--- src/rtl/stack_pkg.sv ---
`default_nettype none
// ============================================================================
//  Package : stack_pkg
//  Shared widths and FSM state encoding for the stack port arbiter.
//  Revision: 1.0  initial release
// ============================================================================
package stack_pkg;

  localparam int DW    = 16;
  localparam int DEPTH = 32;
  localparam int CW    = $clog2(DEPTH + 1);

  typedef enum logic [1:0] {
    IDLE  = 2'd0,
    CLEAR = 2'd1,
    ISSUE = 2'd2,
    DONE  = 2'd3
  } state_e;

endpackage : stack_pkg
`default_nettype wire

--- src/rtl/stack_port_arbiter_rr_arbiter.sv ---
`default_nettype none
// ============================================================================
//  Module  : rr_arbiter
//  Combinational round-robin picker. Searches upward starting at (ptr+1)
//  mod NREQ and returns the first requester found as a one-hot grant.
//  Ports   : req_i   - request vector
//            ptr_i   - index of the most recently served requester
//            gnt_o   - one-hot grant
//            valid_o - at least one request present
//  Revision: 1.0  initial release
// ============================================================================
module rr_arbiter #(
  parameter  int NREQ = 2,
  localparam int PW   = (NREQ > 1) ? $clog2(NREQ) : 1
) (
  input  logic [NREQ-1:0] req_i,
  input  logic [PW-1:0]   ptr_i,
  output logic [NREQ-1:0] gnt_o,
  output logic            valid_o
);

  logic [PW-1:0] idx_w;

  always_comb begin
    gnt_o   = '0;
    valid_o = 1'b0;
    idx_w   = '0;
    // Offsets 1..NREQ visit every requester once, ending on ptr itself so
    // a lone requester can be served back to back.
    for (int k = 1; k <= NREQ; k++) begin
      idx_w = PW'((int'(ptr_i) + k) % NREQ);
      if (!valid_o && req_i[idx_w]) begin
        gnt_o[idx_w] = 1'b1;
        valid_o      = 1'b1;
      end
    end
  end

endmodule : rr_arbiter
`default_nettype wire

--- src/rtl/stack_port_arbiter.sv ---
`default_nettype none
// ============================================================================
//  Module  : stack_port_arbiter
//  Shares one LIFO stack between NREQ requesters with round-robin
//  arbitration, req/ack handshake, illegal-op blocking and a shadow count.
//  Ports   : clk, rst              - clock, synchronous active-high reset
//            clr                   - clear request (honoured in IDLE)
//            req/req_rw/req_din    - per-requester request, op, push data
//            ack/err/rdata         - completion pulse, refusal flag, pop data
//            count/busy            - shadow occupancy, FSM not idle
//            stk_en/stk_rst/stk_rw/stk_din   - stack control
//            stk_dout/stk_empty/stk_full     - stack status and read data
//  Revision: 1.0  initial release
// ============================================================================
module stack_port_arbiter #(
  parameter  int NREQ  = 2,
  parameter  int DW    = stack_pkg::DW,
  parameter  int DEPTH = stack_pkg::DEPTH,
  localparam int CW    = $clog2(DEPTH + 1),
  localparam int PW    = (NREQ > 1) ? $clog2(NREQ) : 1
) (
  input  logic             clk,
  input  logic             rst,
  input  logic             clr,
  input  logic [NREQ-1:0]  req,
  input  logic [NREQ-1:0]  req_rw,
  input  logic [NREQ*DW-1:0] req_din,
  output logic [NREQ-1:0]  ack,
  output logic             err,
  output logic [DW-1:0]    rdata,
  output logic [CW-1:0]    count,
  output logic             busy,
  output logic             stk_en,
  output logic             stk_rst,
  output logic             stk_rw,
  output logic [DW-1:0]    stk_din,
  input  logic [DW-1:0]    stk_dout,
  input  logic             stk_empty,
  input  logic             stk_full
);

  import stack_pkg::*;

  state_e          state_q;
  logic [PW-1:0]   rr_ptr_q;
  logic [PW-1:0]   gnt_idx_q;
  logic            rw_q;
  logic [DW-1:0]   din_q;
  logic [NREQ-1:0] ack_q;
  logic            err_q;
  logic [DW-1:0]   rdata_q;
  logic [CW-1:0]   count_q;
  logic [CW-1:0]   count_d;

  logic [NREQ-1:0] gnt_w;
  logic            gnt_valid_w;
  logic [PW-1:0]   gnt_idx_w;
  logic            legal_w;
  logic            pop_done_w;

  rr_arbiter #(.NREQ(NREQ)) u_rr (
    .req_i   (req),
    .ptr_i   (rr_ptr_q),
    .gnt_o   (gnt_w),
    .valid_o (gnt_valid_w)
  );

  always_comb begin
    gnt_idx_w = '0;
    for (int i = 0; i < NREQ; i++) begin
      if (gnt_w[i]) gnt_idx_w = PW'(i);
    end
  end

  assign legal_w = rw_q ? ~stk_full : ~stk_empty;

  always_comb begin
    count_d = count_q;
    if (state_q == ISSUE && legal_w) begin
      count_d = rw_q ? count_q + CW'(1) : count_q - CW'(1);
    end
  end

  always_ff @(posedge clk) begin
    if (rst) begin
      state_q   <= IDLE;
      rr_ptr_q  <= PW'(NREQ - 1);
      gnt_idx_q <= '0;
      rw_q      <= 1'b0;
      din_q     <= '0;
      ack_q     <= '0;
      err_q     <= 1'b0;
      rdata_q   <= '0;
      count_q   <= '0;
    end else begin
      case (state_q)
        IDLE: begin
          if (clr) begin
            state_q <= CLEAR;
          end else if (gnt_valid_w) begin
            // Op parameters are frozen here; the requester may change its
            // inputs afterwards without affecting this transaction.
            gnt_idx_q <= gnt_idx_w;
            rw_q      <= req_rw[gnt_idx_w];
            din_q     <= req_din[int'(gnt_idx_w)*DW +: DW];
            state_q   <= ISSUE;
          end
        end
        CLEAR: begin
          count_q <= '0;
          state_q <= IDLE;
        end
        ISSUE: begin
          count_q          <= count_d;
          err_q            <= ~legal_w;
          ack_q[gnt_idx_q] <= 1'b1;
          state_q          <= DONE;
        end
        DONE: begin
          ack_q    <= '0;
          err_q    <= 1'b0;
          if (pop_done_w) rdata_q <= stk_dout;
          rr_ptr_q <= gnt_idx_q;
          state_q  <= IDLE;
        end
        default: state_q <= IDLE;
      endcase
    end
  end

  // The stack registers its read data on the pop edge, so it is only
  // visible in DONE; pass it straight through then and hold it afterwards.
  assign pop_done_w = (state_q == DONE) & ~rw_q & ~err_q;
  assign rdata      = pop_done_w ? stk_dout : rdata_q;

  assign ack   = ack_q;
  assign err   = err_q;
  assign count = count_q;
  assign busy  = (state_q != IDLE);

  // Reset forces a stack clear on the same edge that resets this block.
  assign stk_en  = rst | (state_q == CLEAR) | ((state_q == ISSUE) & legal_w);
  assign stk_rst = rst | (state_q == CLEAR);
  assign stk_rw  = ~rst & (state_q == ISSUE) & rw_q;
  assign stk_din = din_q;

  always_ff @(posedge clk) begin
    if (!rst) begin
      assert (stk_empty == (count_q == '0));
      assert (stk_full  == (count_q == CW'(DEPTH)));
    end
  end

endmodule : stack_port_arbiter
`default_nettype wire

--- config.mk ---
export PLATFORM = sky130hd
export DESIGN_NAME = stack_port_arbiter
export DESIGN_NICKNAME = d
export VERILOG_FILES = /design/src/rtl/stack_pkg.sv /design/src/rtl/stack_port_arbiter_rr_arbiter.sv /design/src/rtl/stack_port_arbiter.sv
export SDC_FILE = /design/constraint.sdc
export NUM_CORES = 1
export LEC_CHECK = 0
export CELL_PAD_IN_SITES_DETAIL_PLACEMENT = 1
export CELL_PAD_IN_SITES_GLOBAL_PLACEMENT = 1
export CORE_UTILIZATION = 49
export CTS_BUF_LIST = sky130_fd_sc_hd__clkbuf_16
export CTS_CLUSTER_DIAMETER = 100
export CTS_CLUSTER_SIZE = 14
export DETAILED_ROUTE_END_ITERATION = 8
export DONT_BUFFER_PORTS = 1
export HOLD_SLACK_MARGIN = 0.02
export PLACE_DENSITY_LB_ADDON = 0.1
export SLEW_MARGIN = 20
export SYNTH_ARGS = -nofsm -noshare
export SYNTH_HDL_FRONTEND = slang
export SYNTH_SLANG_ARGS = --single-unit
--- constraint.sdc ---
create_clock -name clk -period 6.2 [get_ports clk]
set_input_delay 1.24 -clock clk [delete_from_list [all_inputs] [get_ports clk]]
set_output_delay 1.24 -clock clk [all_outputs]
set_load 0.02 [all_outputs]
==> impl_metrics.tcl, run 1 <==
set metrics [dict create \
    status "completed" \
    fillers 495 \
    grt_max_degree 35 \
    numClockSinks 46 \
    dp_hpwl_mm 4.03 \
    final-max-slew-violation-count 0 \
    max_freq_ghz 0.276 \
    p_leak_uw 0.000911 \
    timing.critical_path.cells "nand2_1 > nor3_4 > mux2_1" \
    ys_seq_area_share_pct 41.3 \
    gr-total-overflow 0 \
    htree_num_levels 2 \
    fin_hold_ws_ns 0.476 \
    syn_nets 289 \
    cts_buffer_depth 2 \
    tightest_slew_ns 0.803 \
    netlist_instances 227 \
    finalSetupViolCount 0 \
    drtIter0Drc 73 \
    setup.worst_path.end_class "primary output" \
    io_buffers 0 \
    remaining_drc_errors 0 \
    nNetsFinal 281 \
    synth-seq-cells 46 \
    maxCapViolCount 0 \
    crit_slowest_cell "nor3_4" \
    rsz0062_at_grt "false" \
    tritoncts "done" \
    post_cts_resized 0 \
    vias 1723 \
    worst_slew_margin_rel_pct 46.3 \
    avgRoutedWirePerCell_um 20.5 \
    grt_pass1_vias 1824 \
    synth_edf_count 0 \
    drive_gt1_share_pct 14.1 \
    critical_path_peak_fanout 16 \
    rows 24 \
    hp-class "flip-flop to flip-flop" \
    dr.pass1.iters 4 \
    slowest_delay_ns 0.68 \
    finClkSkew_ns 0.00276 \
    cts_made_buffers 5 \
    antenna_cells 0 \
    worstSkewPairLatency_ns 0.29 \
    critical_path_class "flip-flop to primary output" \
    avgViaCountPerCell 6.33 \
    synth_warnings 0 \
    synth-main-ff-cell "dfxtp_1" \
    initial_core_util_pct 51.1 \
    antenna_found_initial 0 \
    cp-start-kind "flip-flop" \
    ios 102 \
    critPathRequiredTime_ns 4.96 \
    synth_cell_types 40 \
    power_uw 734 \
    grt.total_usage_pct 23.9 \
    grt_pass1_wl_mm 8.90 \
    vdd_drop_max_v 0.000232 \
    area_growth_pct 7.58 \
    die_h_um 69.4 \
    antenna_left 0 \
    period_share_pct 58.5 \
    ys_async_sr_fraction_pct 0 \
    synth_area_um2 2230 \
    postPlaceCellArea_um2 2220 \
    die_x_um 69.4 \
    cts.clk_slew.worst_paths_ns 0.06 \
    finalWirelength_mm 5.57 \
    post-cts-setup-buffers 0 \
    holdBufCountCts 0 \
    worstPathArrival_ns 2.39 \
    gp_congestion 0.801 \
    cts_root_buf "clkbuf_16" \
    powerDensity_nw_per_um2 306 \
    tns_ns 0 \
    syn_area_per_cell_um2 9.81 \
    coreArea_um2 4350 \
    utilization_pct 55.0 \
    fin_area_um2 2400 \
    finalHoldViolCount 0 \
    period_minus_slack_ns 3.63 \
    die_area_um2 4820 \
]
[through the flow]
stage | setup slack (ns) | std cells
after floorplan | 2.82 | 227
after global placement | 2.92 | 264
after detailed placement | 2.91 | 264
after CTS | 2.59 | 272
after global routing | 2.43 | 272
final | 2.57 | 272
[synthesized netlist by cell type, types with 2 or more instances]
cell type  instances  share of area, %
o21ai_0            5               1.1
a21o_1             2              0.67
a22o_1            16               6.3
a211oi_1          19               6.4
a21oi_1            9               2.0
o21a_1             3               1.0
buf_4              2              0.67
mux2i_1           20               9.0
nand2_1            5              0.84
nand2b_1           3              0.84
ha_1               4               2.2
inv_1              5              0.84
nor2_1            27               4.6
nor3_1             7               1.6
dfxtp_1           46                41
a2bb2oi_1          2              0.79
buf_2              5               1.1
or2_2              2              0.56
mux2_2            15               7.6
nor2b_1            3              0.84
clkbuf_1           6               1.0
a22oi_1            3               1.0
[final cells by class]
type	count	area (µm²)	area share, %
multi-input combinational	161	1230	51.3
sequential	46	921	38.4
clock buffer	5	125	5.22
tap	52	65.1	2.72
clock inverter	3	37.5	1.57
inverter	5	18.8	0.783
[metal layers]
layer | track usage (%) | share of wire (%) | wire (µm) | up-vias
met5 | 0 | 0 | 0 | -
met4 | 8.16 | 1.9 | 104 | 0
met3 | 9.74 | 7.8 | 432 | 10
met2 | 40.3 | 50 | 2810 | 71
met1 | 27.1 | 40 | 2220 | 819
li1 | - | - | - | 823
[worst max-delay path: cells and delay by family (launching register included)]
family | cells | cell delay (ns)
multiplexers | 1 | 0.50
flip-flops | 1 | 0.63
AND/OR/NAND/NOR | 2 | 0.95
[worst paths after layout]
path | startpoint | to | slack, ns | cells past startpoint
worst min register to register | rdata_q[0]$_SDFFE_PP0N_ | rdata_q[0]$_SDFFE_PP0N_ | 0.48 | 1
worst max register to register | rw_q$_SDFFE_PP0P_ | count[4]$_SDFFE_PP0P_ | 3.67 | 7
worst max-delay path | state_q[0]$_SDFFE_PP0P_ | rdata[9] | 2.57 | 3
worst min-delay path | rdata_q[0]$_SDFFE_PP0N_ | rdata_q[0]$_SDFFE_PP0N_ | 0.48 | 1
[power breakdown]
| group | total [µW] | internal (µW) | switching [µW] |
|---|---|---|---|
| Sequential | 346 | 311 | 34.4 |
| Clock | 294 | 187 | 107 |
| Combinational | 93.7 | 39.6 | 54.1 |
[logic make-up (layout without fill, tap and decap cells)]
group	count (synthesis)	after routing	synth area share, %
buffers and inverters	20	13	4.33
AOI/OAI and AO/OA	64	64	21.2
DFF	46	46	41.3
xor gates and xnor gates	1	1	0.393
and+or+nand+nor	54	54	11.9
adders and majority gates	5	5	3.15
muxes	37	37	17.8
[cells in the final DEF, fill, tap and decap left out, types with 2 or more instances in the layout]
cell / count
o21ai_0: 5
nand2_1: 5
a21oi_1: 8
or2_2: 2
nand2b_1: 3
nor2b_1: 3
mux2i_1: 20
a22oi_1: 3
a211oi_1: 19
a21o_1: 2
clkbuf_16: 5
mux2_2: 15
nor3_1: 7
a2bb2oi_1: 2
nor2_1: 26
o21a_1: 2
ha_1: 4
a22o_1: 16
inv_1: 7
dfxtp_1: 46
[registers in the layout (all words and copies together), names as in the netlist]
register   flops
ack            2
count          6
gnt_idx_q      1
rr_ptr_q       1
rw_q           1
rdata_q       16
stk_din       16
err            1
state_q        2
(Power assumes the default switching activity.)
==> inputs of run 2 (changes only) <==
Settings changed: CORE_UTILIZATION 49 to 41.
Clock period 6.2 ns to 2.9 ns, I/O delays scaled along.
==> impl_metrics.tcl, run 2 (synthesis gave the netlist of run 1 again) <==
set metrics [dict create \
    status "completed" \
    powerDensity_nw_per_um2 618 \
    vias 1740 \
    coreArea_um2 5170 \
    crit_slowest_cell "dfxtp_1" \
    tritoncts "done" \
    critPathRequiredTime_ns 2.32 \
    finClkSkew_ns 0.00543 \
    worstSkewPairLatency_ns 0.28 \
    power_uw 1510 \
    critical_path_peak_fanout 16 \
    holdBufCountCts 0 \
    die_area_um2 5730 \
    initial_core_util_pct 43.1 \
    drtIter0Drc 69 \
    worst_slew_margin_rel_pct 48.2 \
    cts_root_buf "clkbuf_16" \
    cp_top_family "flip-flops" \
    nNetsFinal 287 \
    swShare_pct 28.7 \
    finalWirelength_mm 5.36 \
    p_leak_uw 0.000921 \
    dp.cells 288 \
    vdd_drop_max_v 0.000330 \
    post-cts-setup-buffers 0 \
    period_share_pct 89.4 \
    rows 26 \
    final_common_cell "dfxtp_1" \
    grt.total_usage_pct 19.4 \
    cts.clk_slew.worst_paths_ns 0.07 \
    place_ws_ns 0.479 \
    die_h_um 75.7 \
    pwr-share-clk_pct 37.5 \
    remaining_drc_errors 0 \
    gp_congestion 0.872 \
    avgViaCountPerCell 5.88 \
    finalHoldViolCount 0 \
    avgRoutedWirePerCell_um 18.1 \
    numClockSinks 46 \
    antenna_cells 0 \
    setup.worst_path.end_class "primary output" \
    cts_made_buffers 5 \
    antenna_left 0 \
    hp-class "primary input to flip-flop" \
    fin_cells 296 \
    finalSetupViolCount 0 \
    maxCapViolCount 0 \
    grt_pass1_wl_mm 8.37 \
    combPwrFrac_pct 13.9 \
    io_buffers 0 \
    p_int_uw 1070 \
    timing.critical_path.cells "nand2_1 > nor3_4 > buf_4 > mux2_1" \
    dp_hpwl_mm 4.04 \
    period_minus_slack_ns 2.59 \
    htree_num_levels 2 \
    p_switching_uw 432 \
    cp.buffers_inverters 1 \
    max_freq_ghz 0.386 \
    area_growth_pct 9.38 \
    gr-total-overflow 0 \
    worst_slack_ns 0.306 \
    cts_buffer_depth 2 \
    grt_max_degree 35 \
    antenna_found_initial 0 \
    worstPathArrival_ns 2.01 \
    final-max-slew-violation-count 0 \
    cp-start-kind "flip-flop" \
    seq_power_share_pct 48.6 \
    critical_path_class "flip-flop to primary output" \
    fin_hold_ws_ns 0.361 \
    grt_pass1_vias 1843 \
    ios 102 \
    die_x_um 75.7 \
    final_cell_mix "dfxtp_1, nor2_1, mux2i_1" \
    drive_gt1_share_pct 16.4 \
    rsz0062_at_grt "false" \
    dr.pass1.iters 4 \
    tightest_slew_ns 0.777 \
    post_cts_resized 0 \
    tns_ns 0 \
    slowest_delay_ns 0.61 \
]
==> run 2: cell count changes in the layout (fill, tap and decap cells not counted), sizes merged <==
cell / change
bufinv: -1
clkinv: +2
clkinvlp: +1
buf: +6
inv: -2
==> run 2: final timing paths <==
path                       startpoint                       end  slack (ns)  cells past startpoint
max           state_q[1]$_SDFFE_PP0P_                  rdata[9]        0.31                      4
min                               rst          err$_SDFFE_PP0P_        0.36                      1
max reg2reg         rw_q$_SDFFE_PP0P_     count[5]$_SDFFE_PP0P_        0.46                      7
min reg2reg  rdata_q[14]$_SDFFE_PP0N_  rdata_q[14]$_SDFFE_PP0N_        0.48                      1
==> run 2: per-stage QoR <==
stage | cell area, µm² | utilization [%]
4_1_cts | 2430 | 47.0
6_report | 2440 | 47.1
3_5_place_dp | 2290 | 44.2
2_1_floorplan | 2230 | -
5_1_grt | 2440 | 47.1
3_3_place_gp | 2290 | 44.2
==> run 2: power groups by stage <==
stage                     Clock [µW]  Sequential, µW  Combinational, µW
after floorplan                    0             733                185
after global placement             0             745                201
after detailed placement           0             746                210
after CTS                        576             733                211
after global routing             612             737                237
final                            564             732                209
==> run 2: final cells by class <==
type                    count  area, µm²
well taps                  70       87.6
clock buffers               5        125
multi-input cells         161       1220
fillers                   561       2740
flip-flops and latches     46        921
inverters                   5       18.8
clock inverters             3       21.3
repair buffers              6       45.0
==> run 2: routing by layer <==
metal / up-vias / global-route usage (%) / routed length [µm] / part of all wire, %
met2: 66 / 33.7 / 2640 / 49
met1: 832 / 22.3 / 2250 / 42
met4: 0 / 7.20 / 84 / 1.6
met3: 8 / 5.95 / 386 / 7.2
li1: 834 / - / - / -
met5: - / 0 / 0 / 0
==> inputs of run 3 (changes only) <==
Settings changed: CAP_MARGIN set to 5, CORE_MARGIN set to 2, TNS_END_PERCENT set to 10.
==> impl_metrics.tcl, run 3 (synthesis gave the netlist of run 1 again) <==
set metrics [dict create \
    pwr-share-clk_pct 41.5 \
    gp_congestion 0.795 \
    finClkSkew_ns 0.00621 \
    htree_num_levels 2 \
    tns_ns 0 \
    vdd_drop_max_v 0.000457 \
    tightest_slew_ns 0.734 \
    p_int_uw 1170 \
    dr.pass1.iters 4 \
    post-cts-setup-buffers 0 \
    final-max-slew-violation-count 0 \
    antenna_found_initial 0 \
    initial_core_util_pct 43.1 \
    powerDensity_nw_per_um2 654 \
    area_growth_pct 10.6 \
    critical_path_class "flip-flop to primary output" \
    antenna_left 0 \
    vias 1720 \
    io_buffers 0 \
    final_common_cell "dfxtp_1" \
    hp-class "primary input to flip-flop" \
    rows 26 \
    critPathRequiredTime_ns 2.32 \
    p_switching_uw 444 \
    dp.cells 288 \
    dp_hpwl_mm 4.31 \
    grt_pass1_vias 1794 \
    finalWirelength_mm 5.67 \
    critical_path_peak_fanout 16 \
    worstPathArrival_ns 2.00 \
    worstSkewPairLatency_ns 0.29 \
    period_share_pct 89.1 \
    fin_cells 296 \
    grt.total_usage_pct 19.0 \
    seq_power_share_pct 45.5 \
    grt_pass1_wl_mm 8.96 \
    avgViaCountPerCell 5.81 \
    status "completed" \
    die_area_um2 6040 \
    drive_gt1_share_pct 16.4 \
    remaining_drc_errors 0 \
    rsz0062_at_grt "false" \
    grt_max_degree 35 \
    cp.buffers_inverters 1 \
    drtIter0Drc 48 \
    die_h_um 77.7 \
    cts_made_buffers 5 \
    gr-total-overflow 0 \
    holdBufCountCts 0 \
    utilization_pct 47.6 \
    worst_slew_margin_rel_pct 51.1 \
    numClockSinks 46 \
    finalHoldViolCount 0 \
    post_cts_resized 0 \
    final_cell_mix "dfxtp_1, nor2_1, mux2i_1" \
    finalSetupViolCount 0 \
    cts_buffer_depth 2 \
    timing.critical_path.cells "nand2_1 > nor3_4 > buf_4 > mux2_1" \
    antenna_cells 0 \
    tritoncts "done" \
    cp_top_family "flip-flops" \
    max_freq_ghz 0.387 \
    cts.clk_slew.worst_paths_ns 0.07 \
    avgRoutedWirePerCell_um 19.1 \
    nNetsFinal 287 \
    swShare_pct 27.6 \
    die_x_um 77.7 \
    combPwrFrac_pct 13.1 \
    p_leak_uw 0.000933 \
    maxCapViolCount 0 \
    crit_slowest_cell "dfxtp_1" \
    slowest_delay_ns 0.61 \
    period_minus_slack_ns 2.58 \
    setup.worst_path.end_class "primary output" \
    cts_root_buf "clkbuf_16" \
    ios 102 \
    coreArea_um2 5170 \
    cp-start-kind "flip-flop" \
]
run 3: cell count changes in the layout (fill, tap and decap cells not counted), sizes merged:
cell	before	now
clkinv	2	0
inv	5	6
bufinv	0	1
run 3: through the flow:
| stage | area [µm²] | hold WS [ns] | total power, µW | worst slack [ns] |
|---|---|---|---|---|
| floorplan | 2230 | 0.442 | 918 | 0.839 |
| global placement | 2290 | 0.457 | 946 | 0.651 |
| detailed placement | 2290 | 0.467 | 961 | 0.536 |
| CTS | 2460 | 0.350 | 1630 | 0.296 |
| global route | 2460 | 0.340 | 1690 | 0.167 |
| finish | 2460 | 0.354 | 1610 | 0.317 |
run 3: area by class of cell:
type | count | area [µm²]
Inverter | 5 | 18.8
Sequential cell | 46 | 921
Clock inverter | 3 | 48.8
Multi-Input combinational cell | 161 | 1220
Timing Repair Buffer | 6 | 45.0
Fill cell | 573 | 2710
Tap cell | 70 | 87.6
Clock buffer | 5 | 125
run 3: final timing paths:
check	slack, ns	endpoint	startpoint	cells past startpoint
hold / removal	0.35	count[5]$_SDFFE_PP0P_	rst	1
setup reg to reg	0.53	count[4]$_SDFFE_PP0P_	rw_q$_SDFFE_PP0P_	7
hold reg to reg	0.49	rdata_q[15]$_SDFFE_PP0N_	rdata_q[15]$_SDFFE_PP0N_	1
setup / recovery	0.32	rdata[9]	state_q[1]$_SDFFE_PP0P_	4
run 3: power groups by stage:
stage / logic (µW) / registers, µW / clock network, µW
2_1_floorplan: 185 / 733 / 0
3_3_place_gp: 201 / 746 / 0
3_5_place_dp: 213 / 747 / 0
4_1_cts: 213 / 733 / 685
5_1_grt: 235 / 738 / 714
6_report: 210 / 732 / 669
run 3: layer usage:
layer  vias to the layer above  wire, µm  global-route usage [%]
met2                        69      2880                    33.7
met1                       815      2270                    20.6
met4                         0        74                    6.96
met5                         -         0                       0
met3                         7       438                    6.98
li1                        829         -                       -
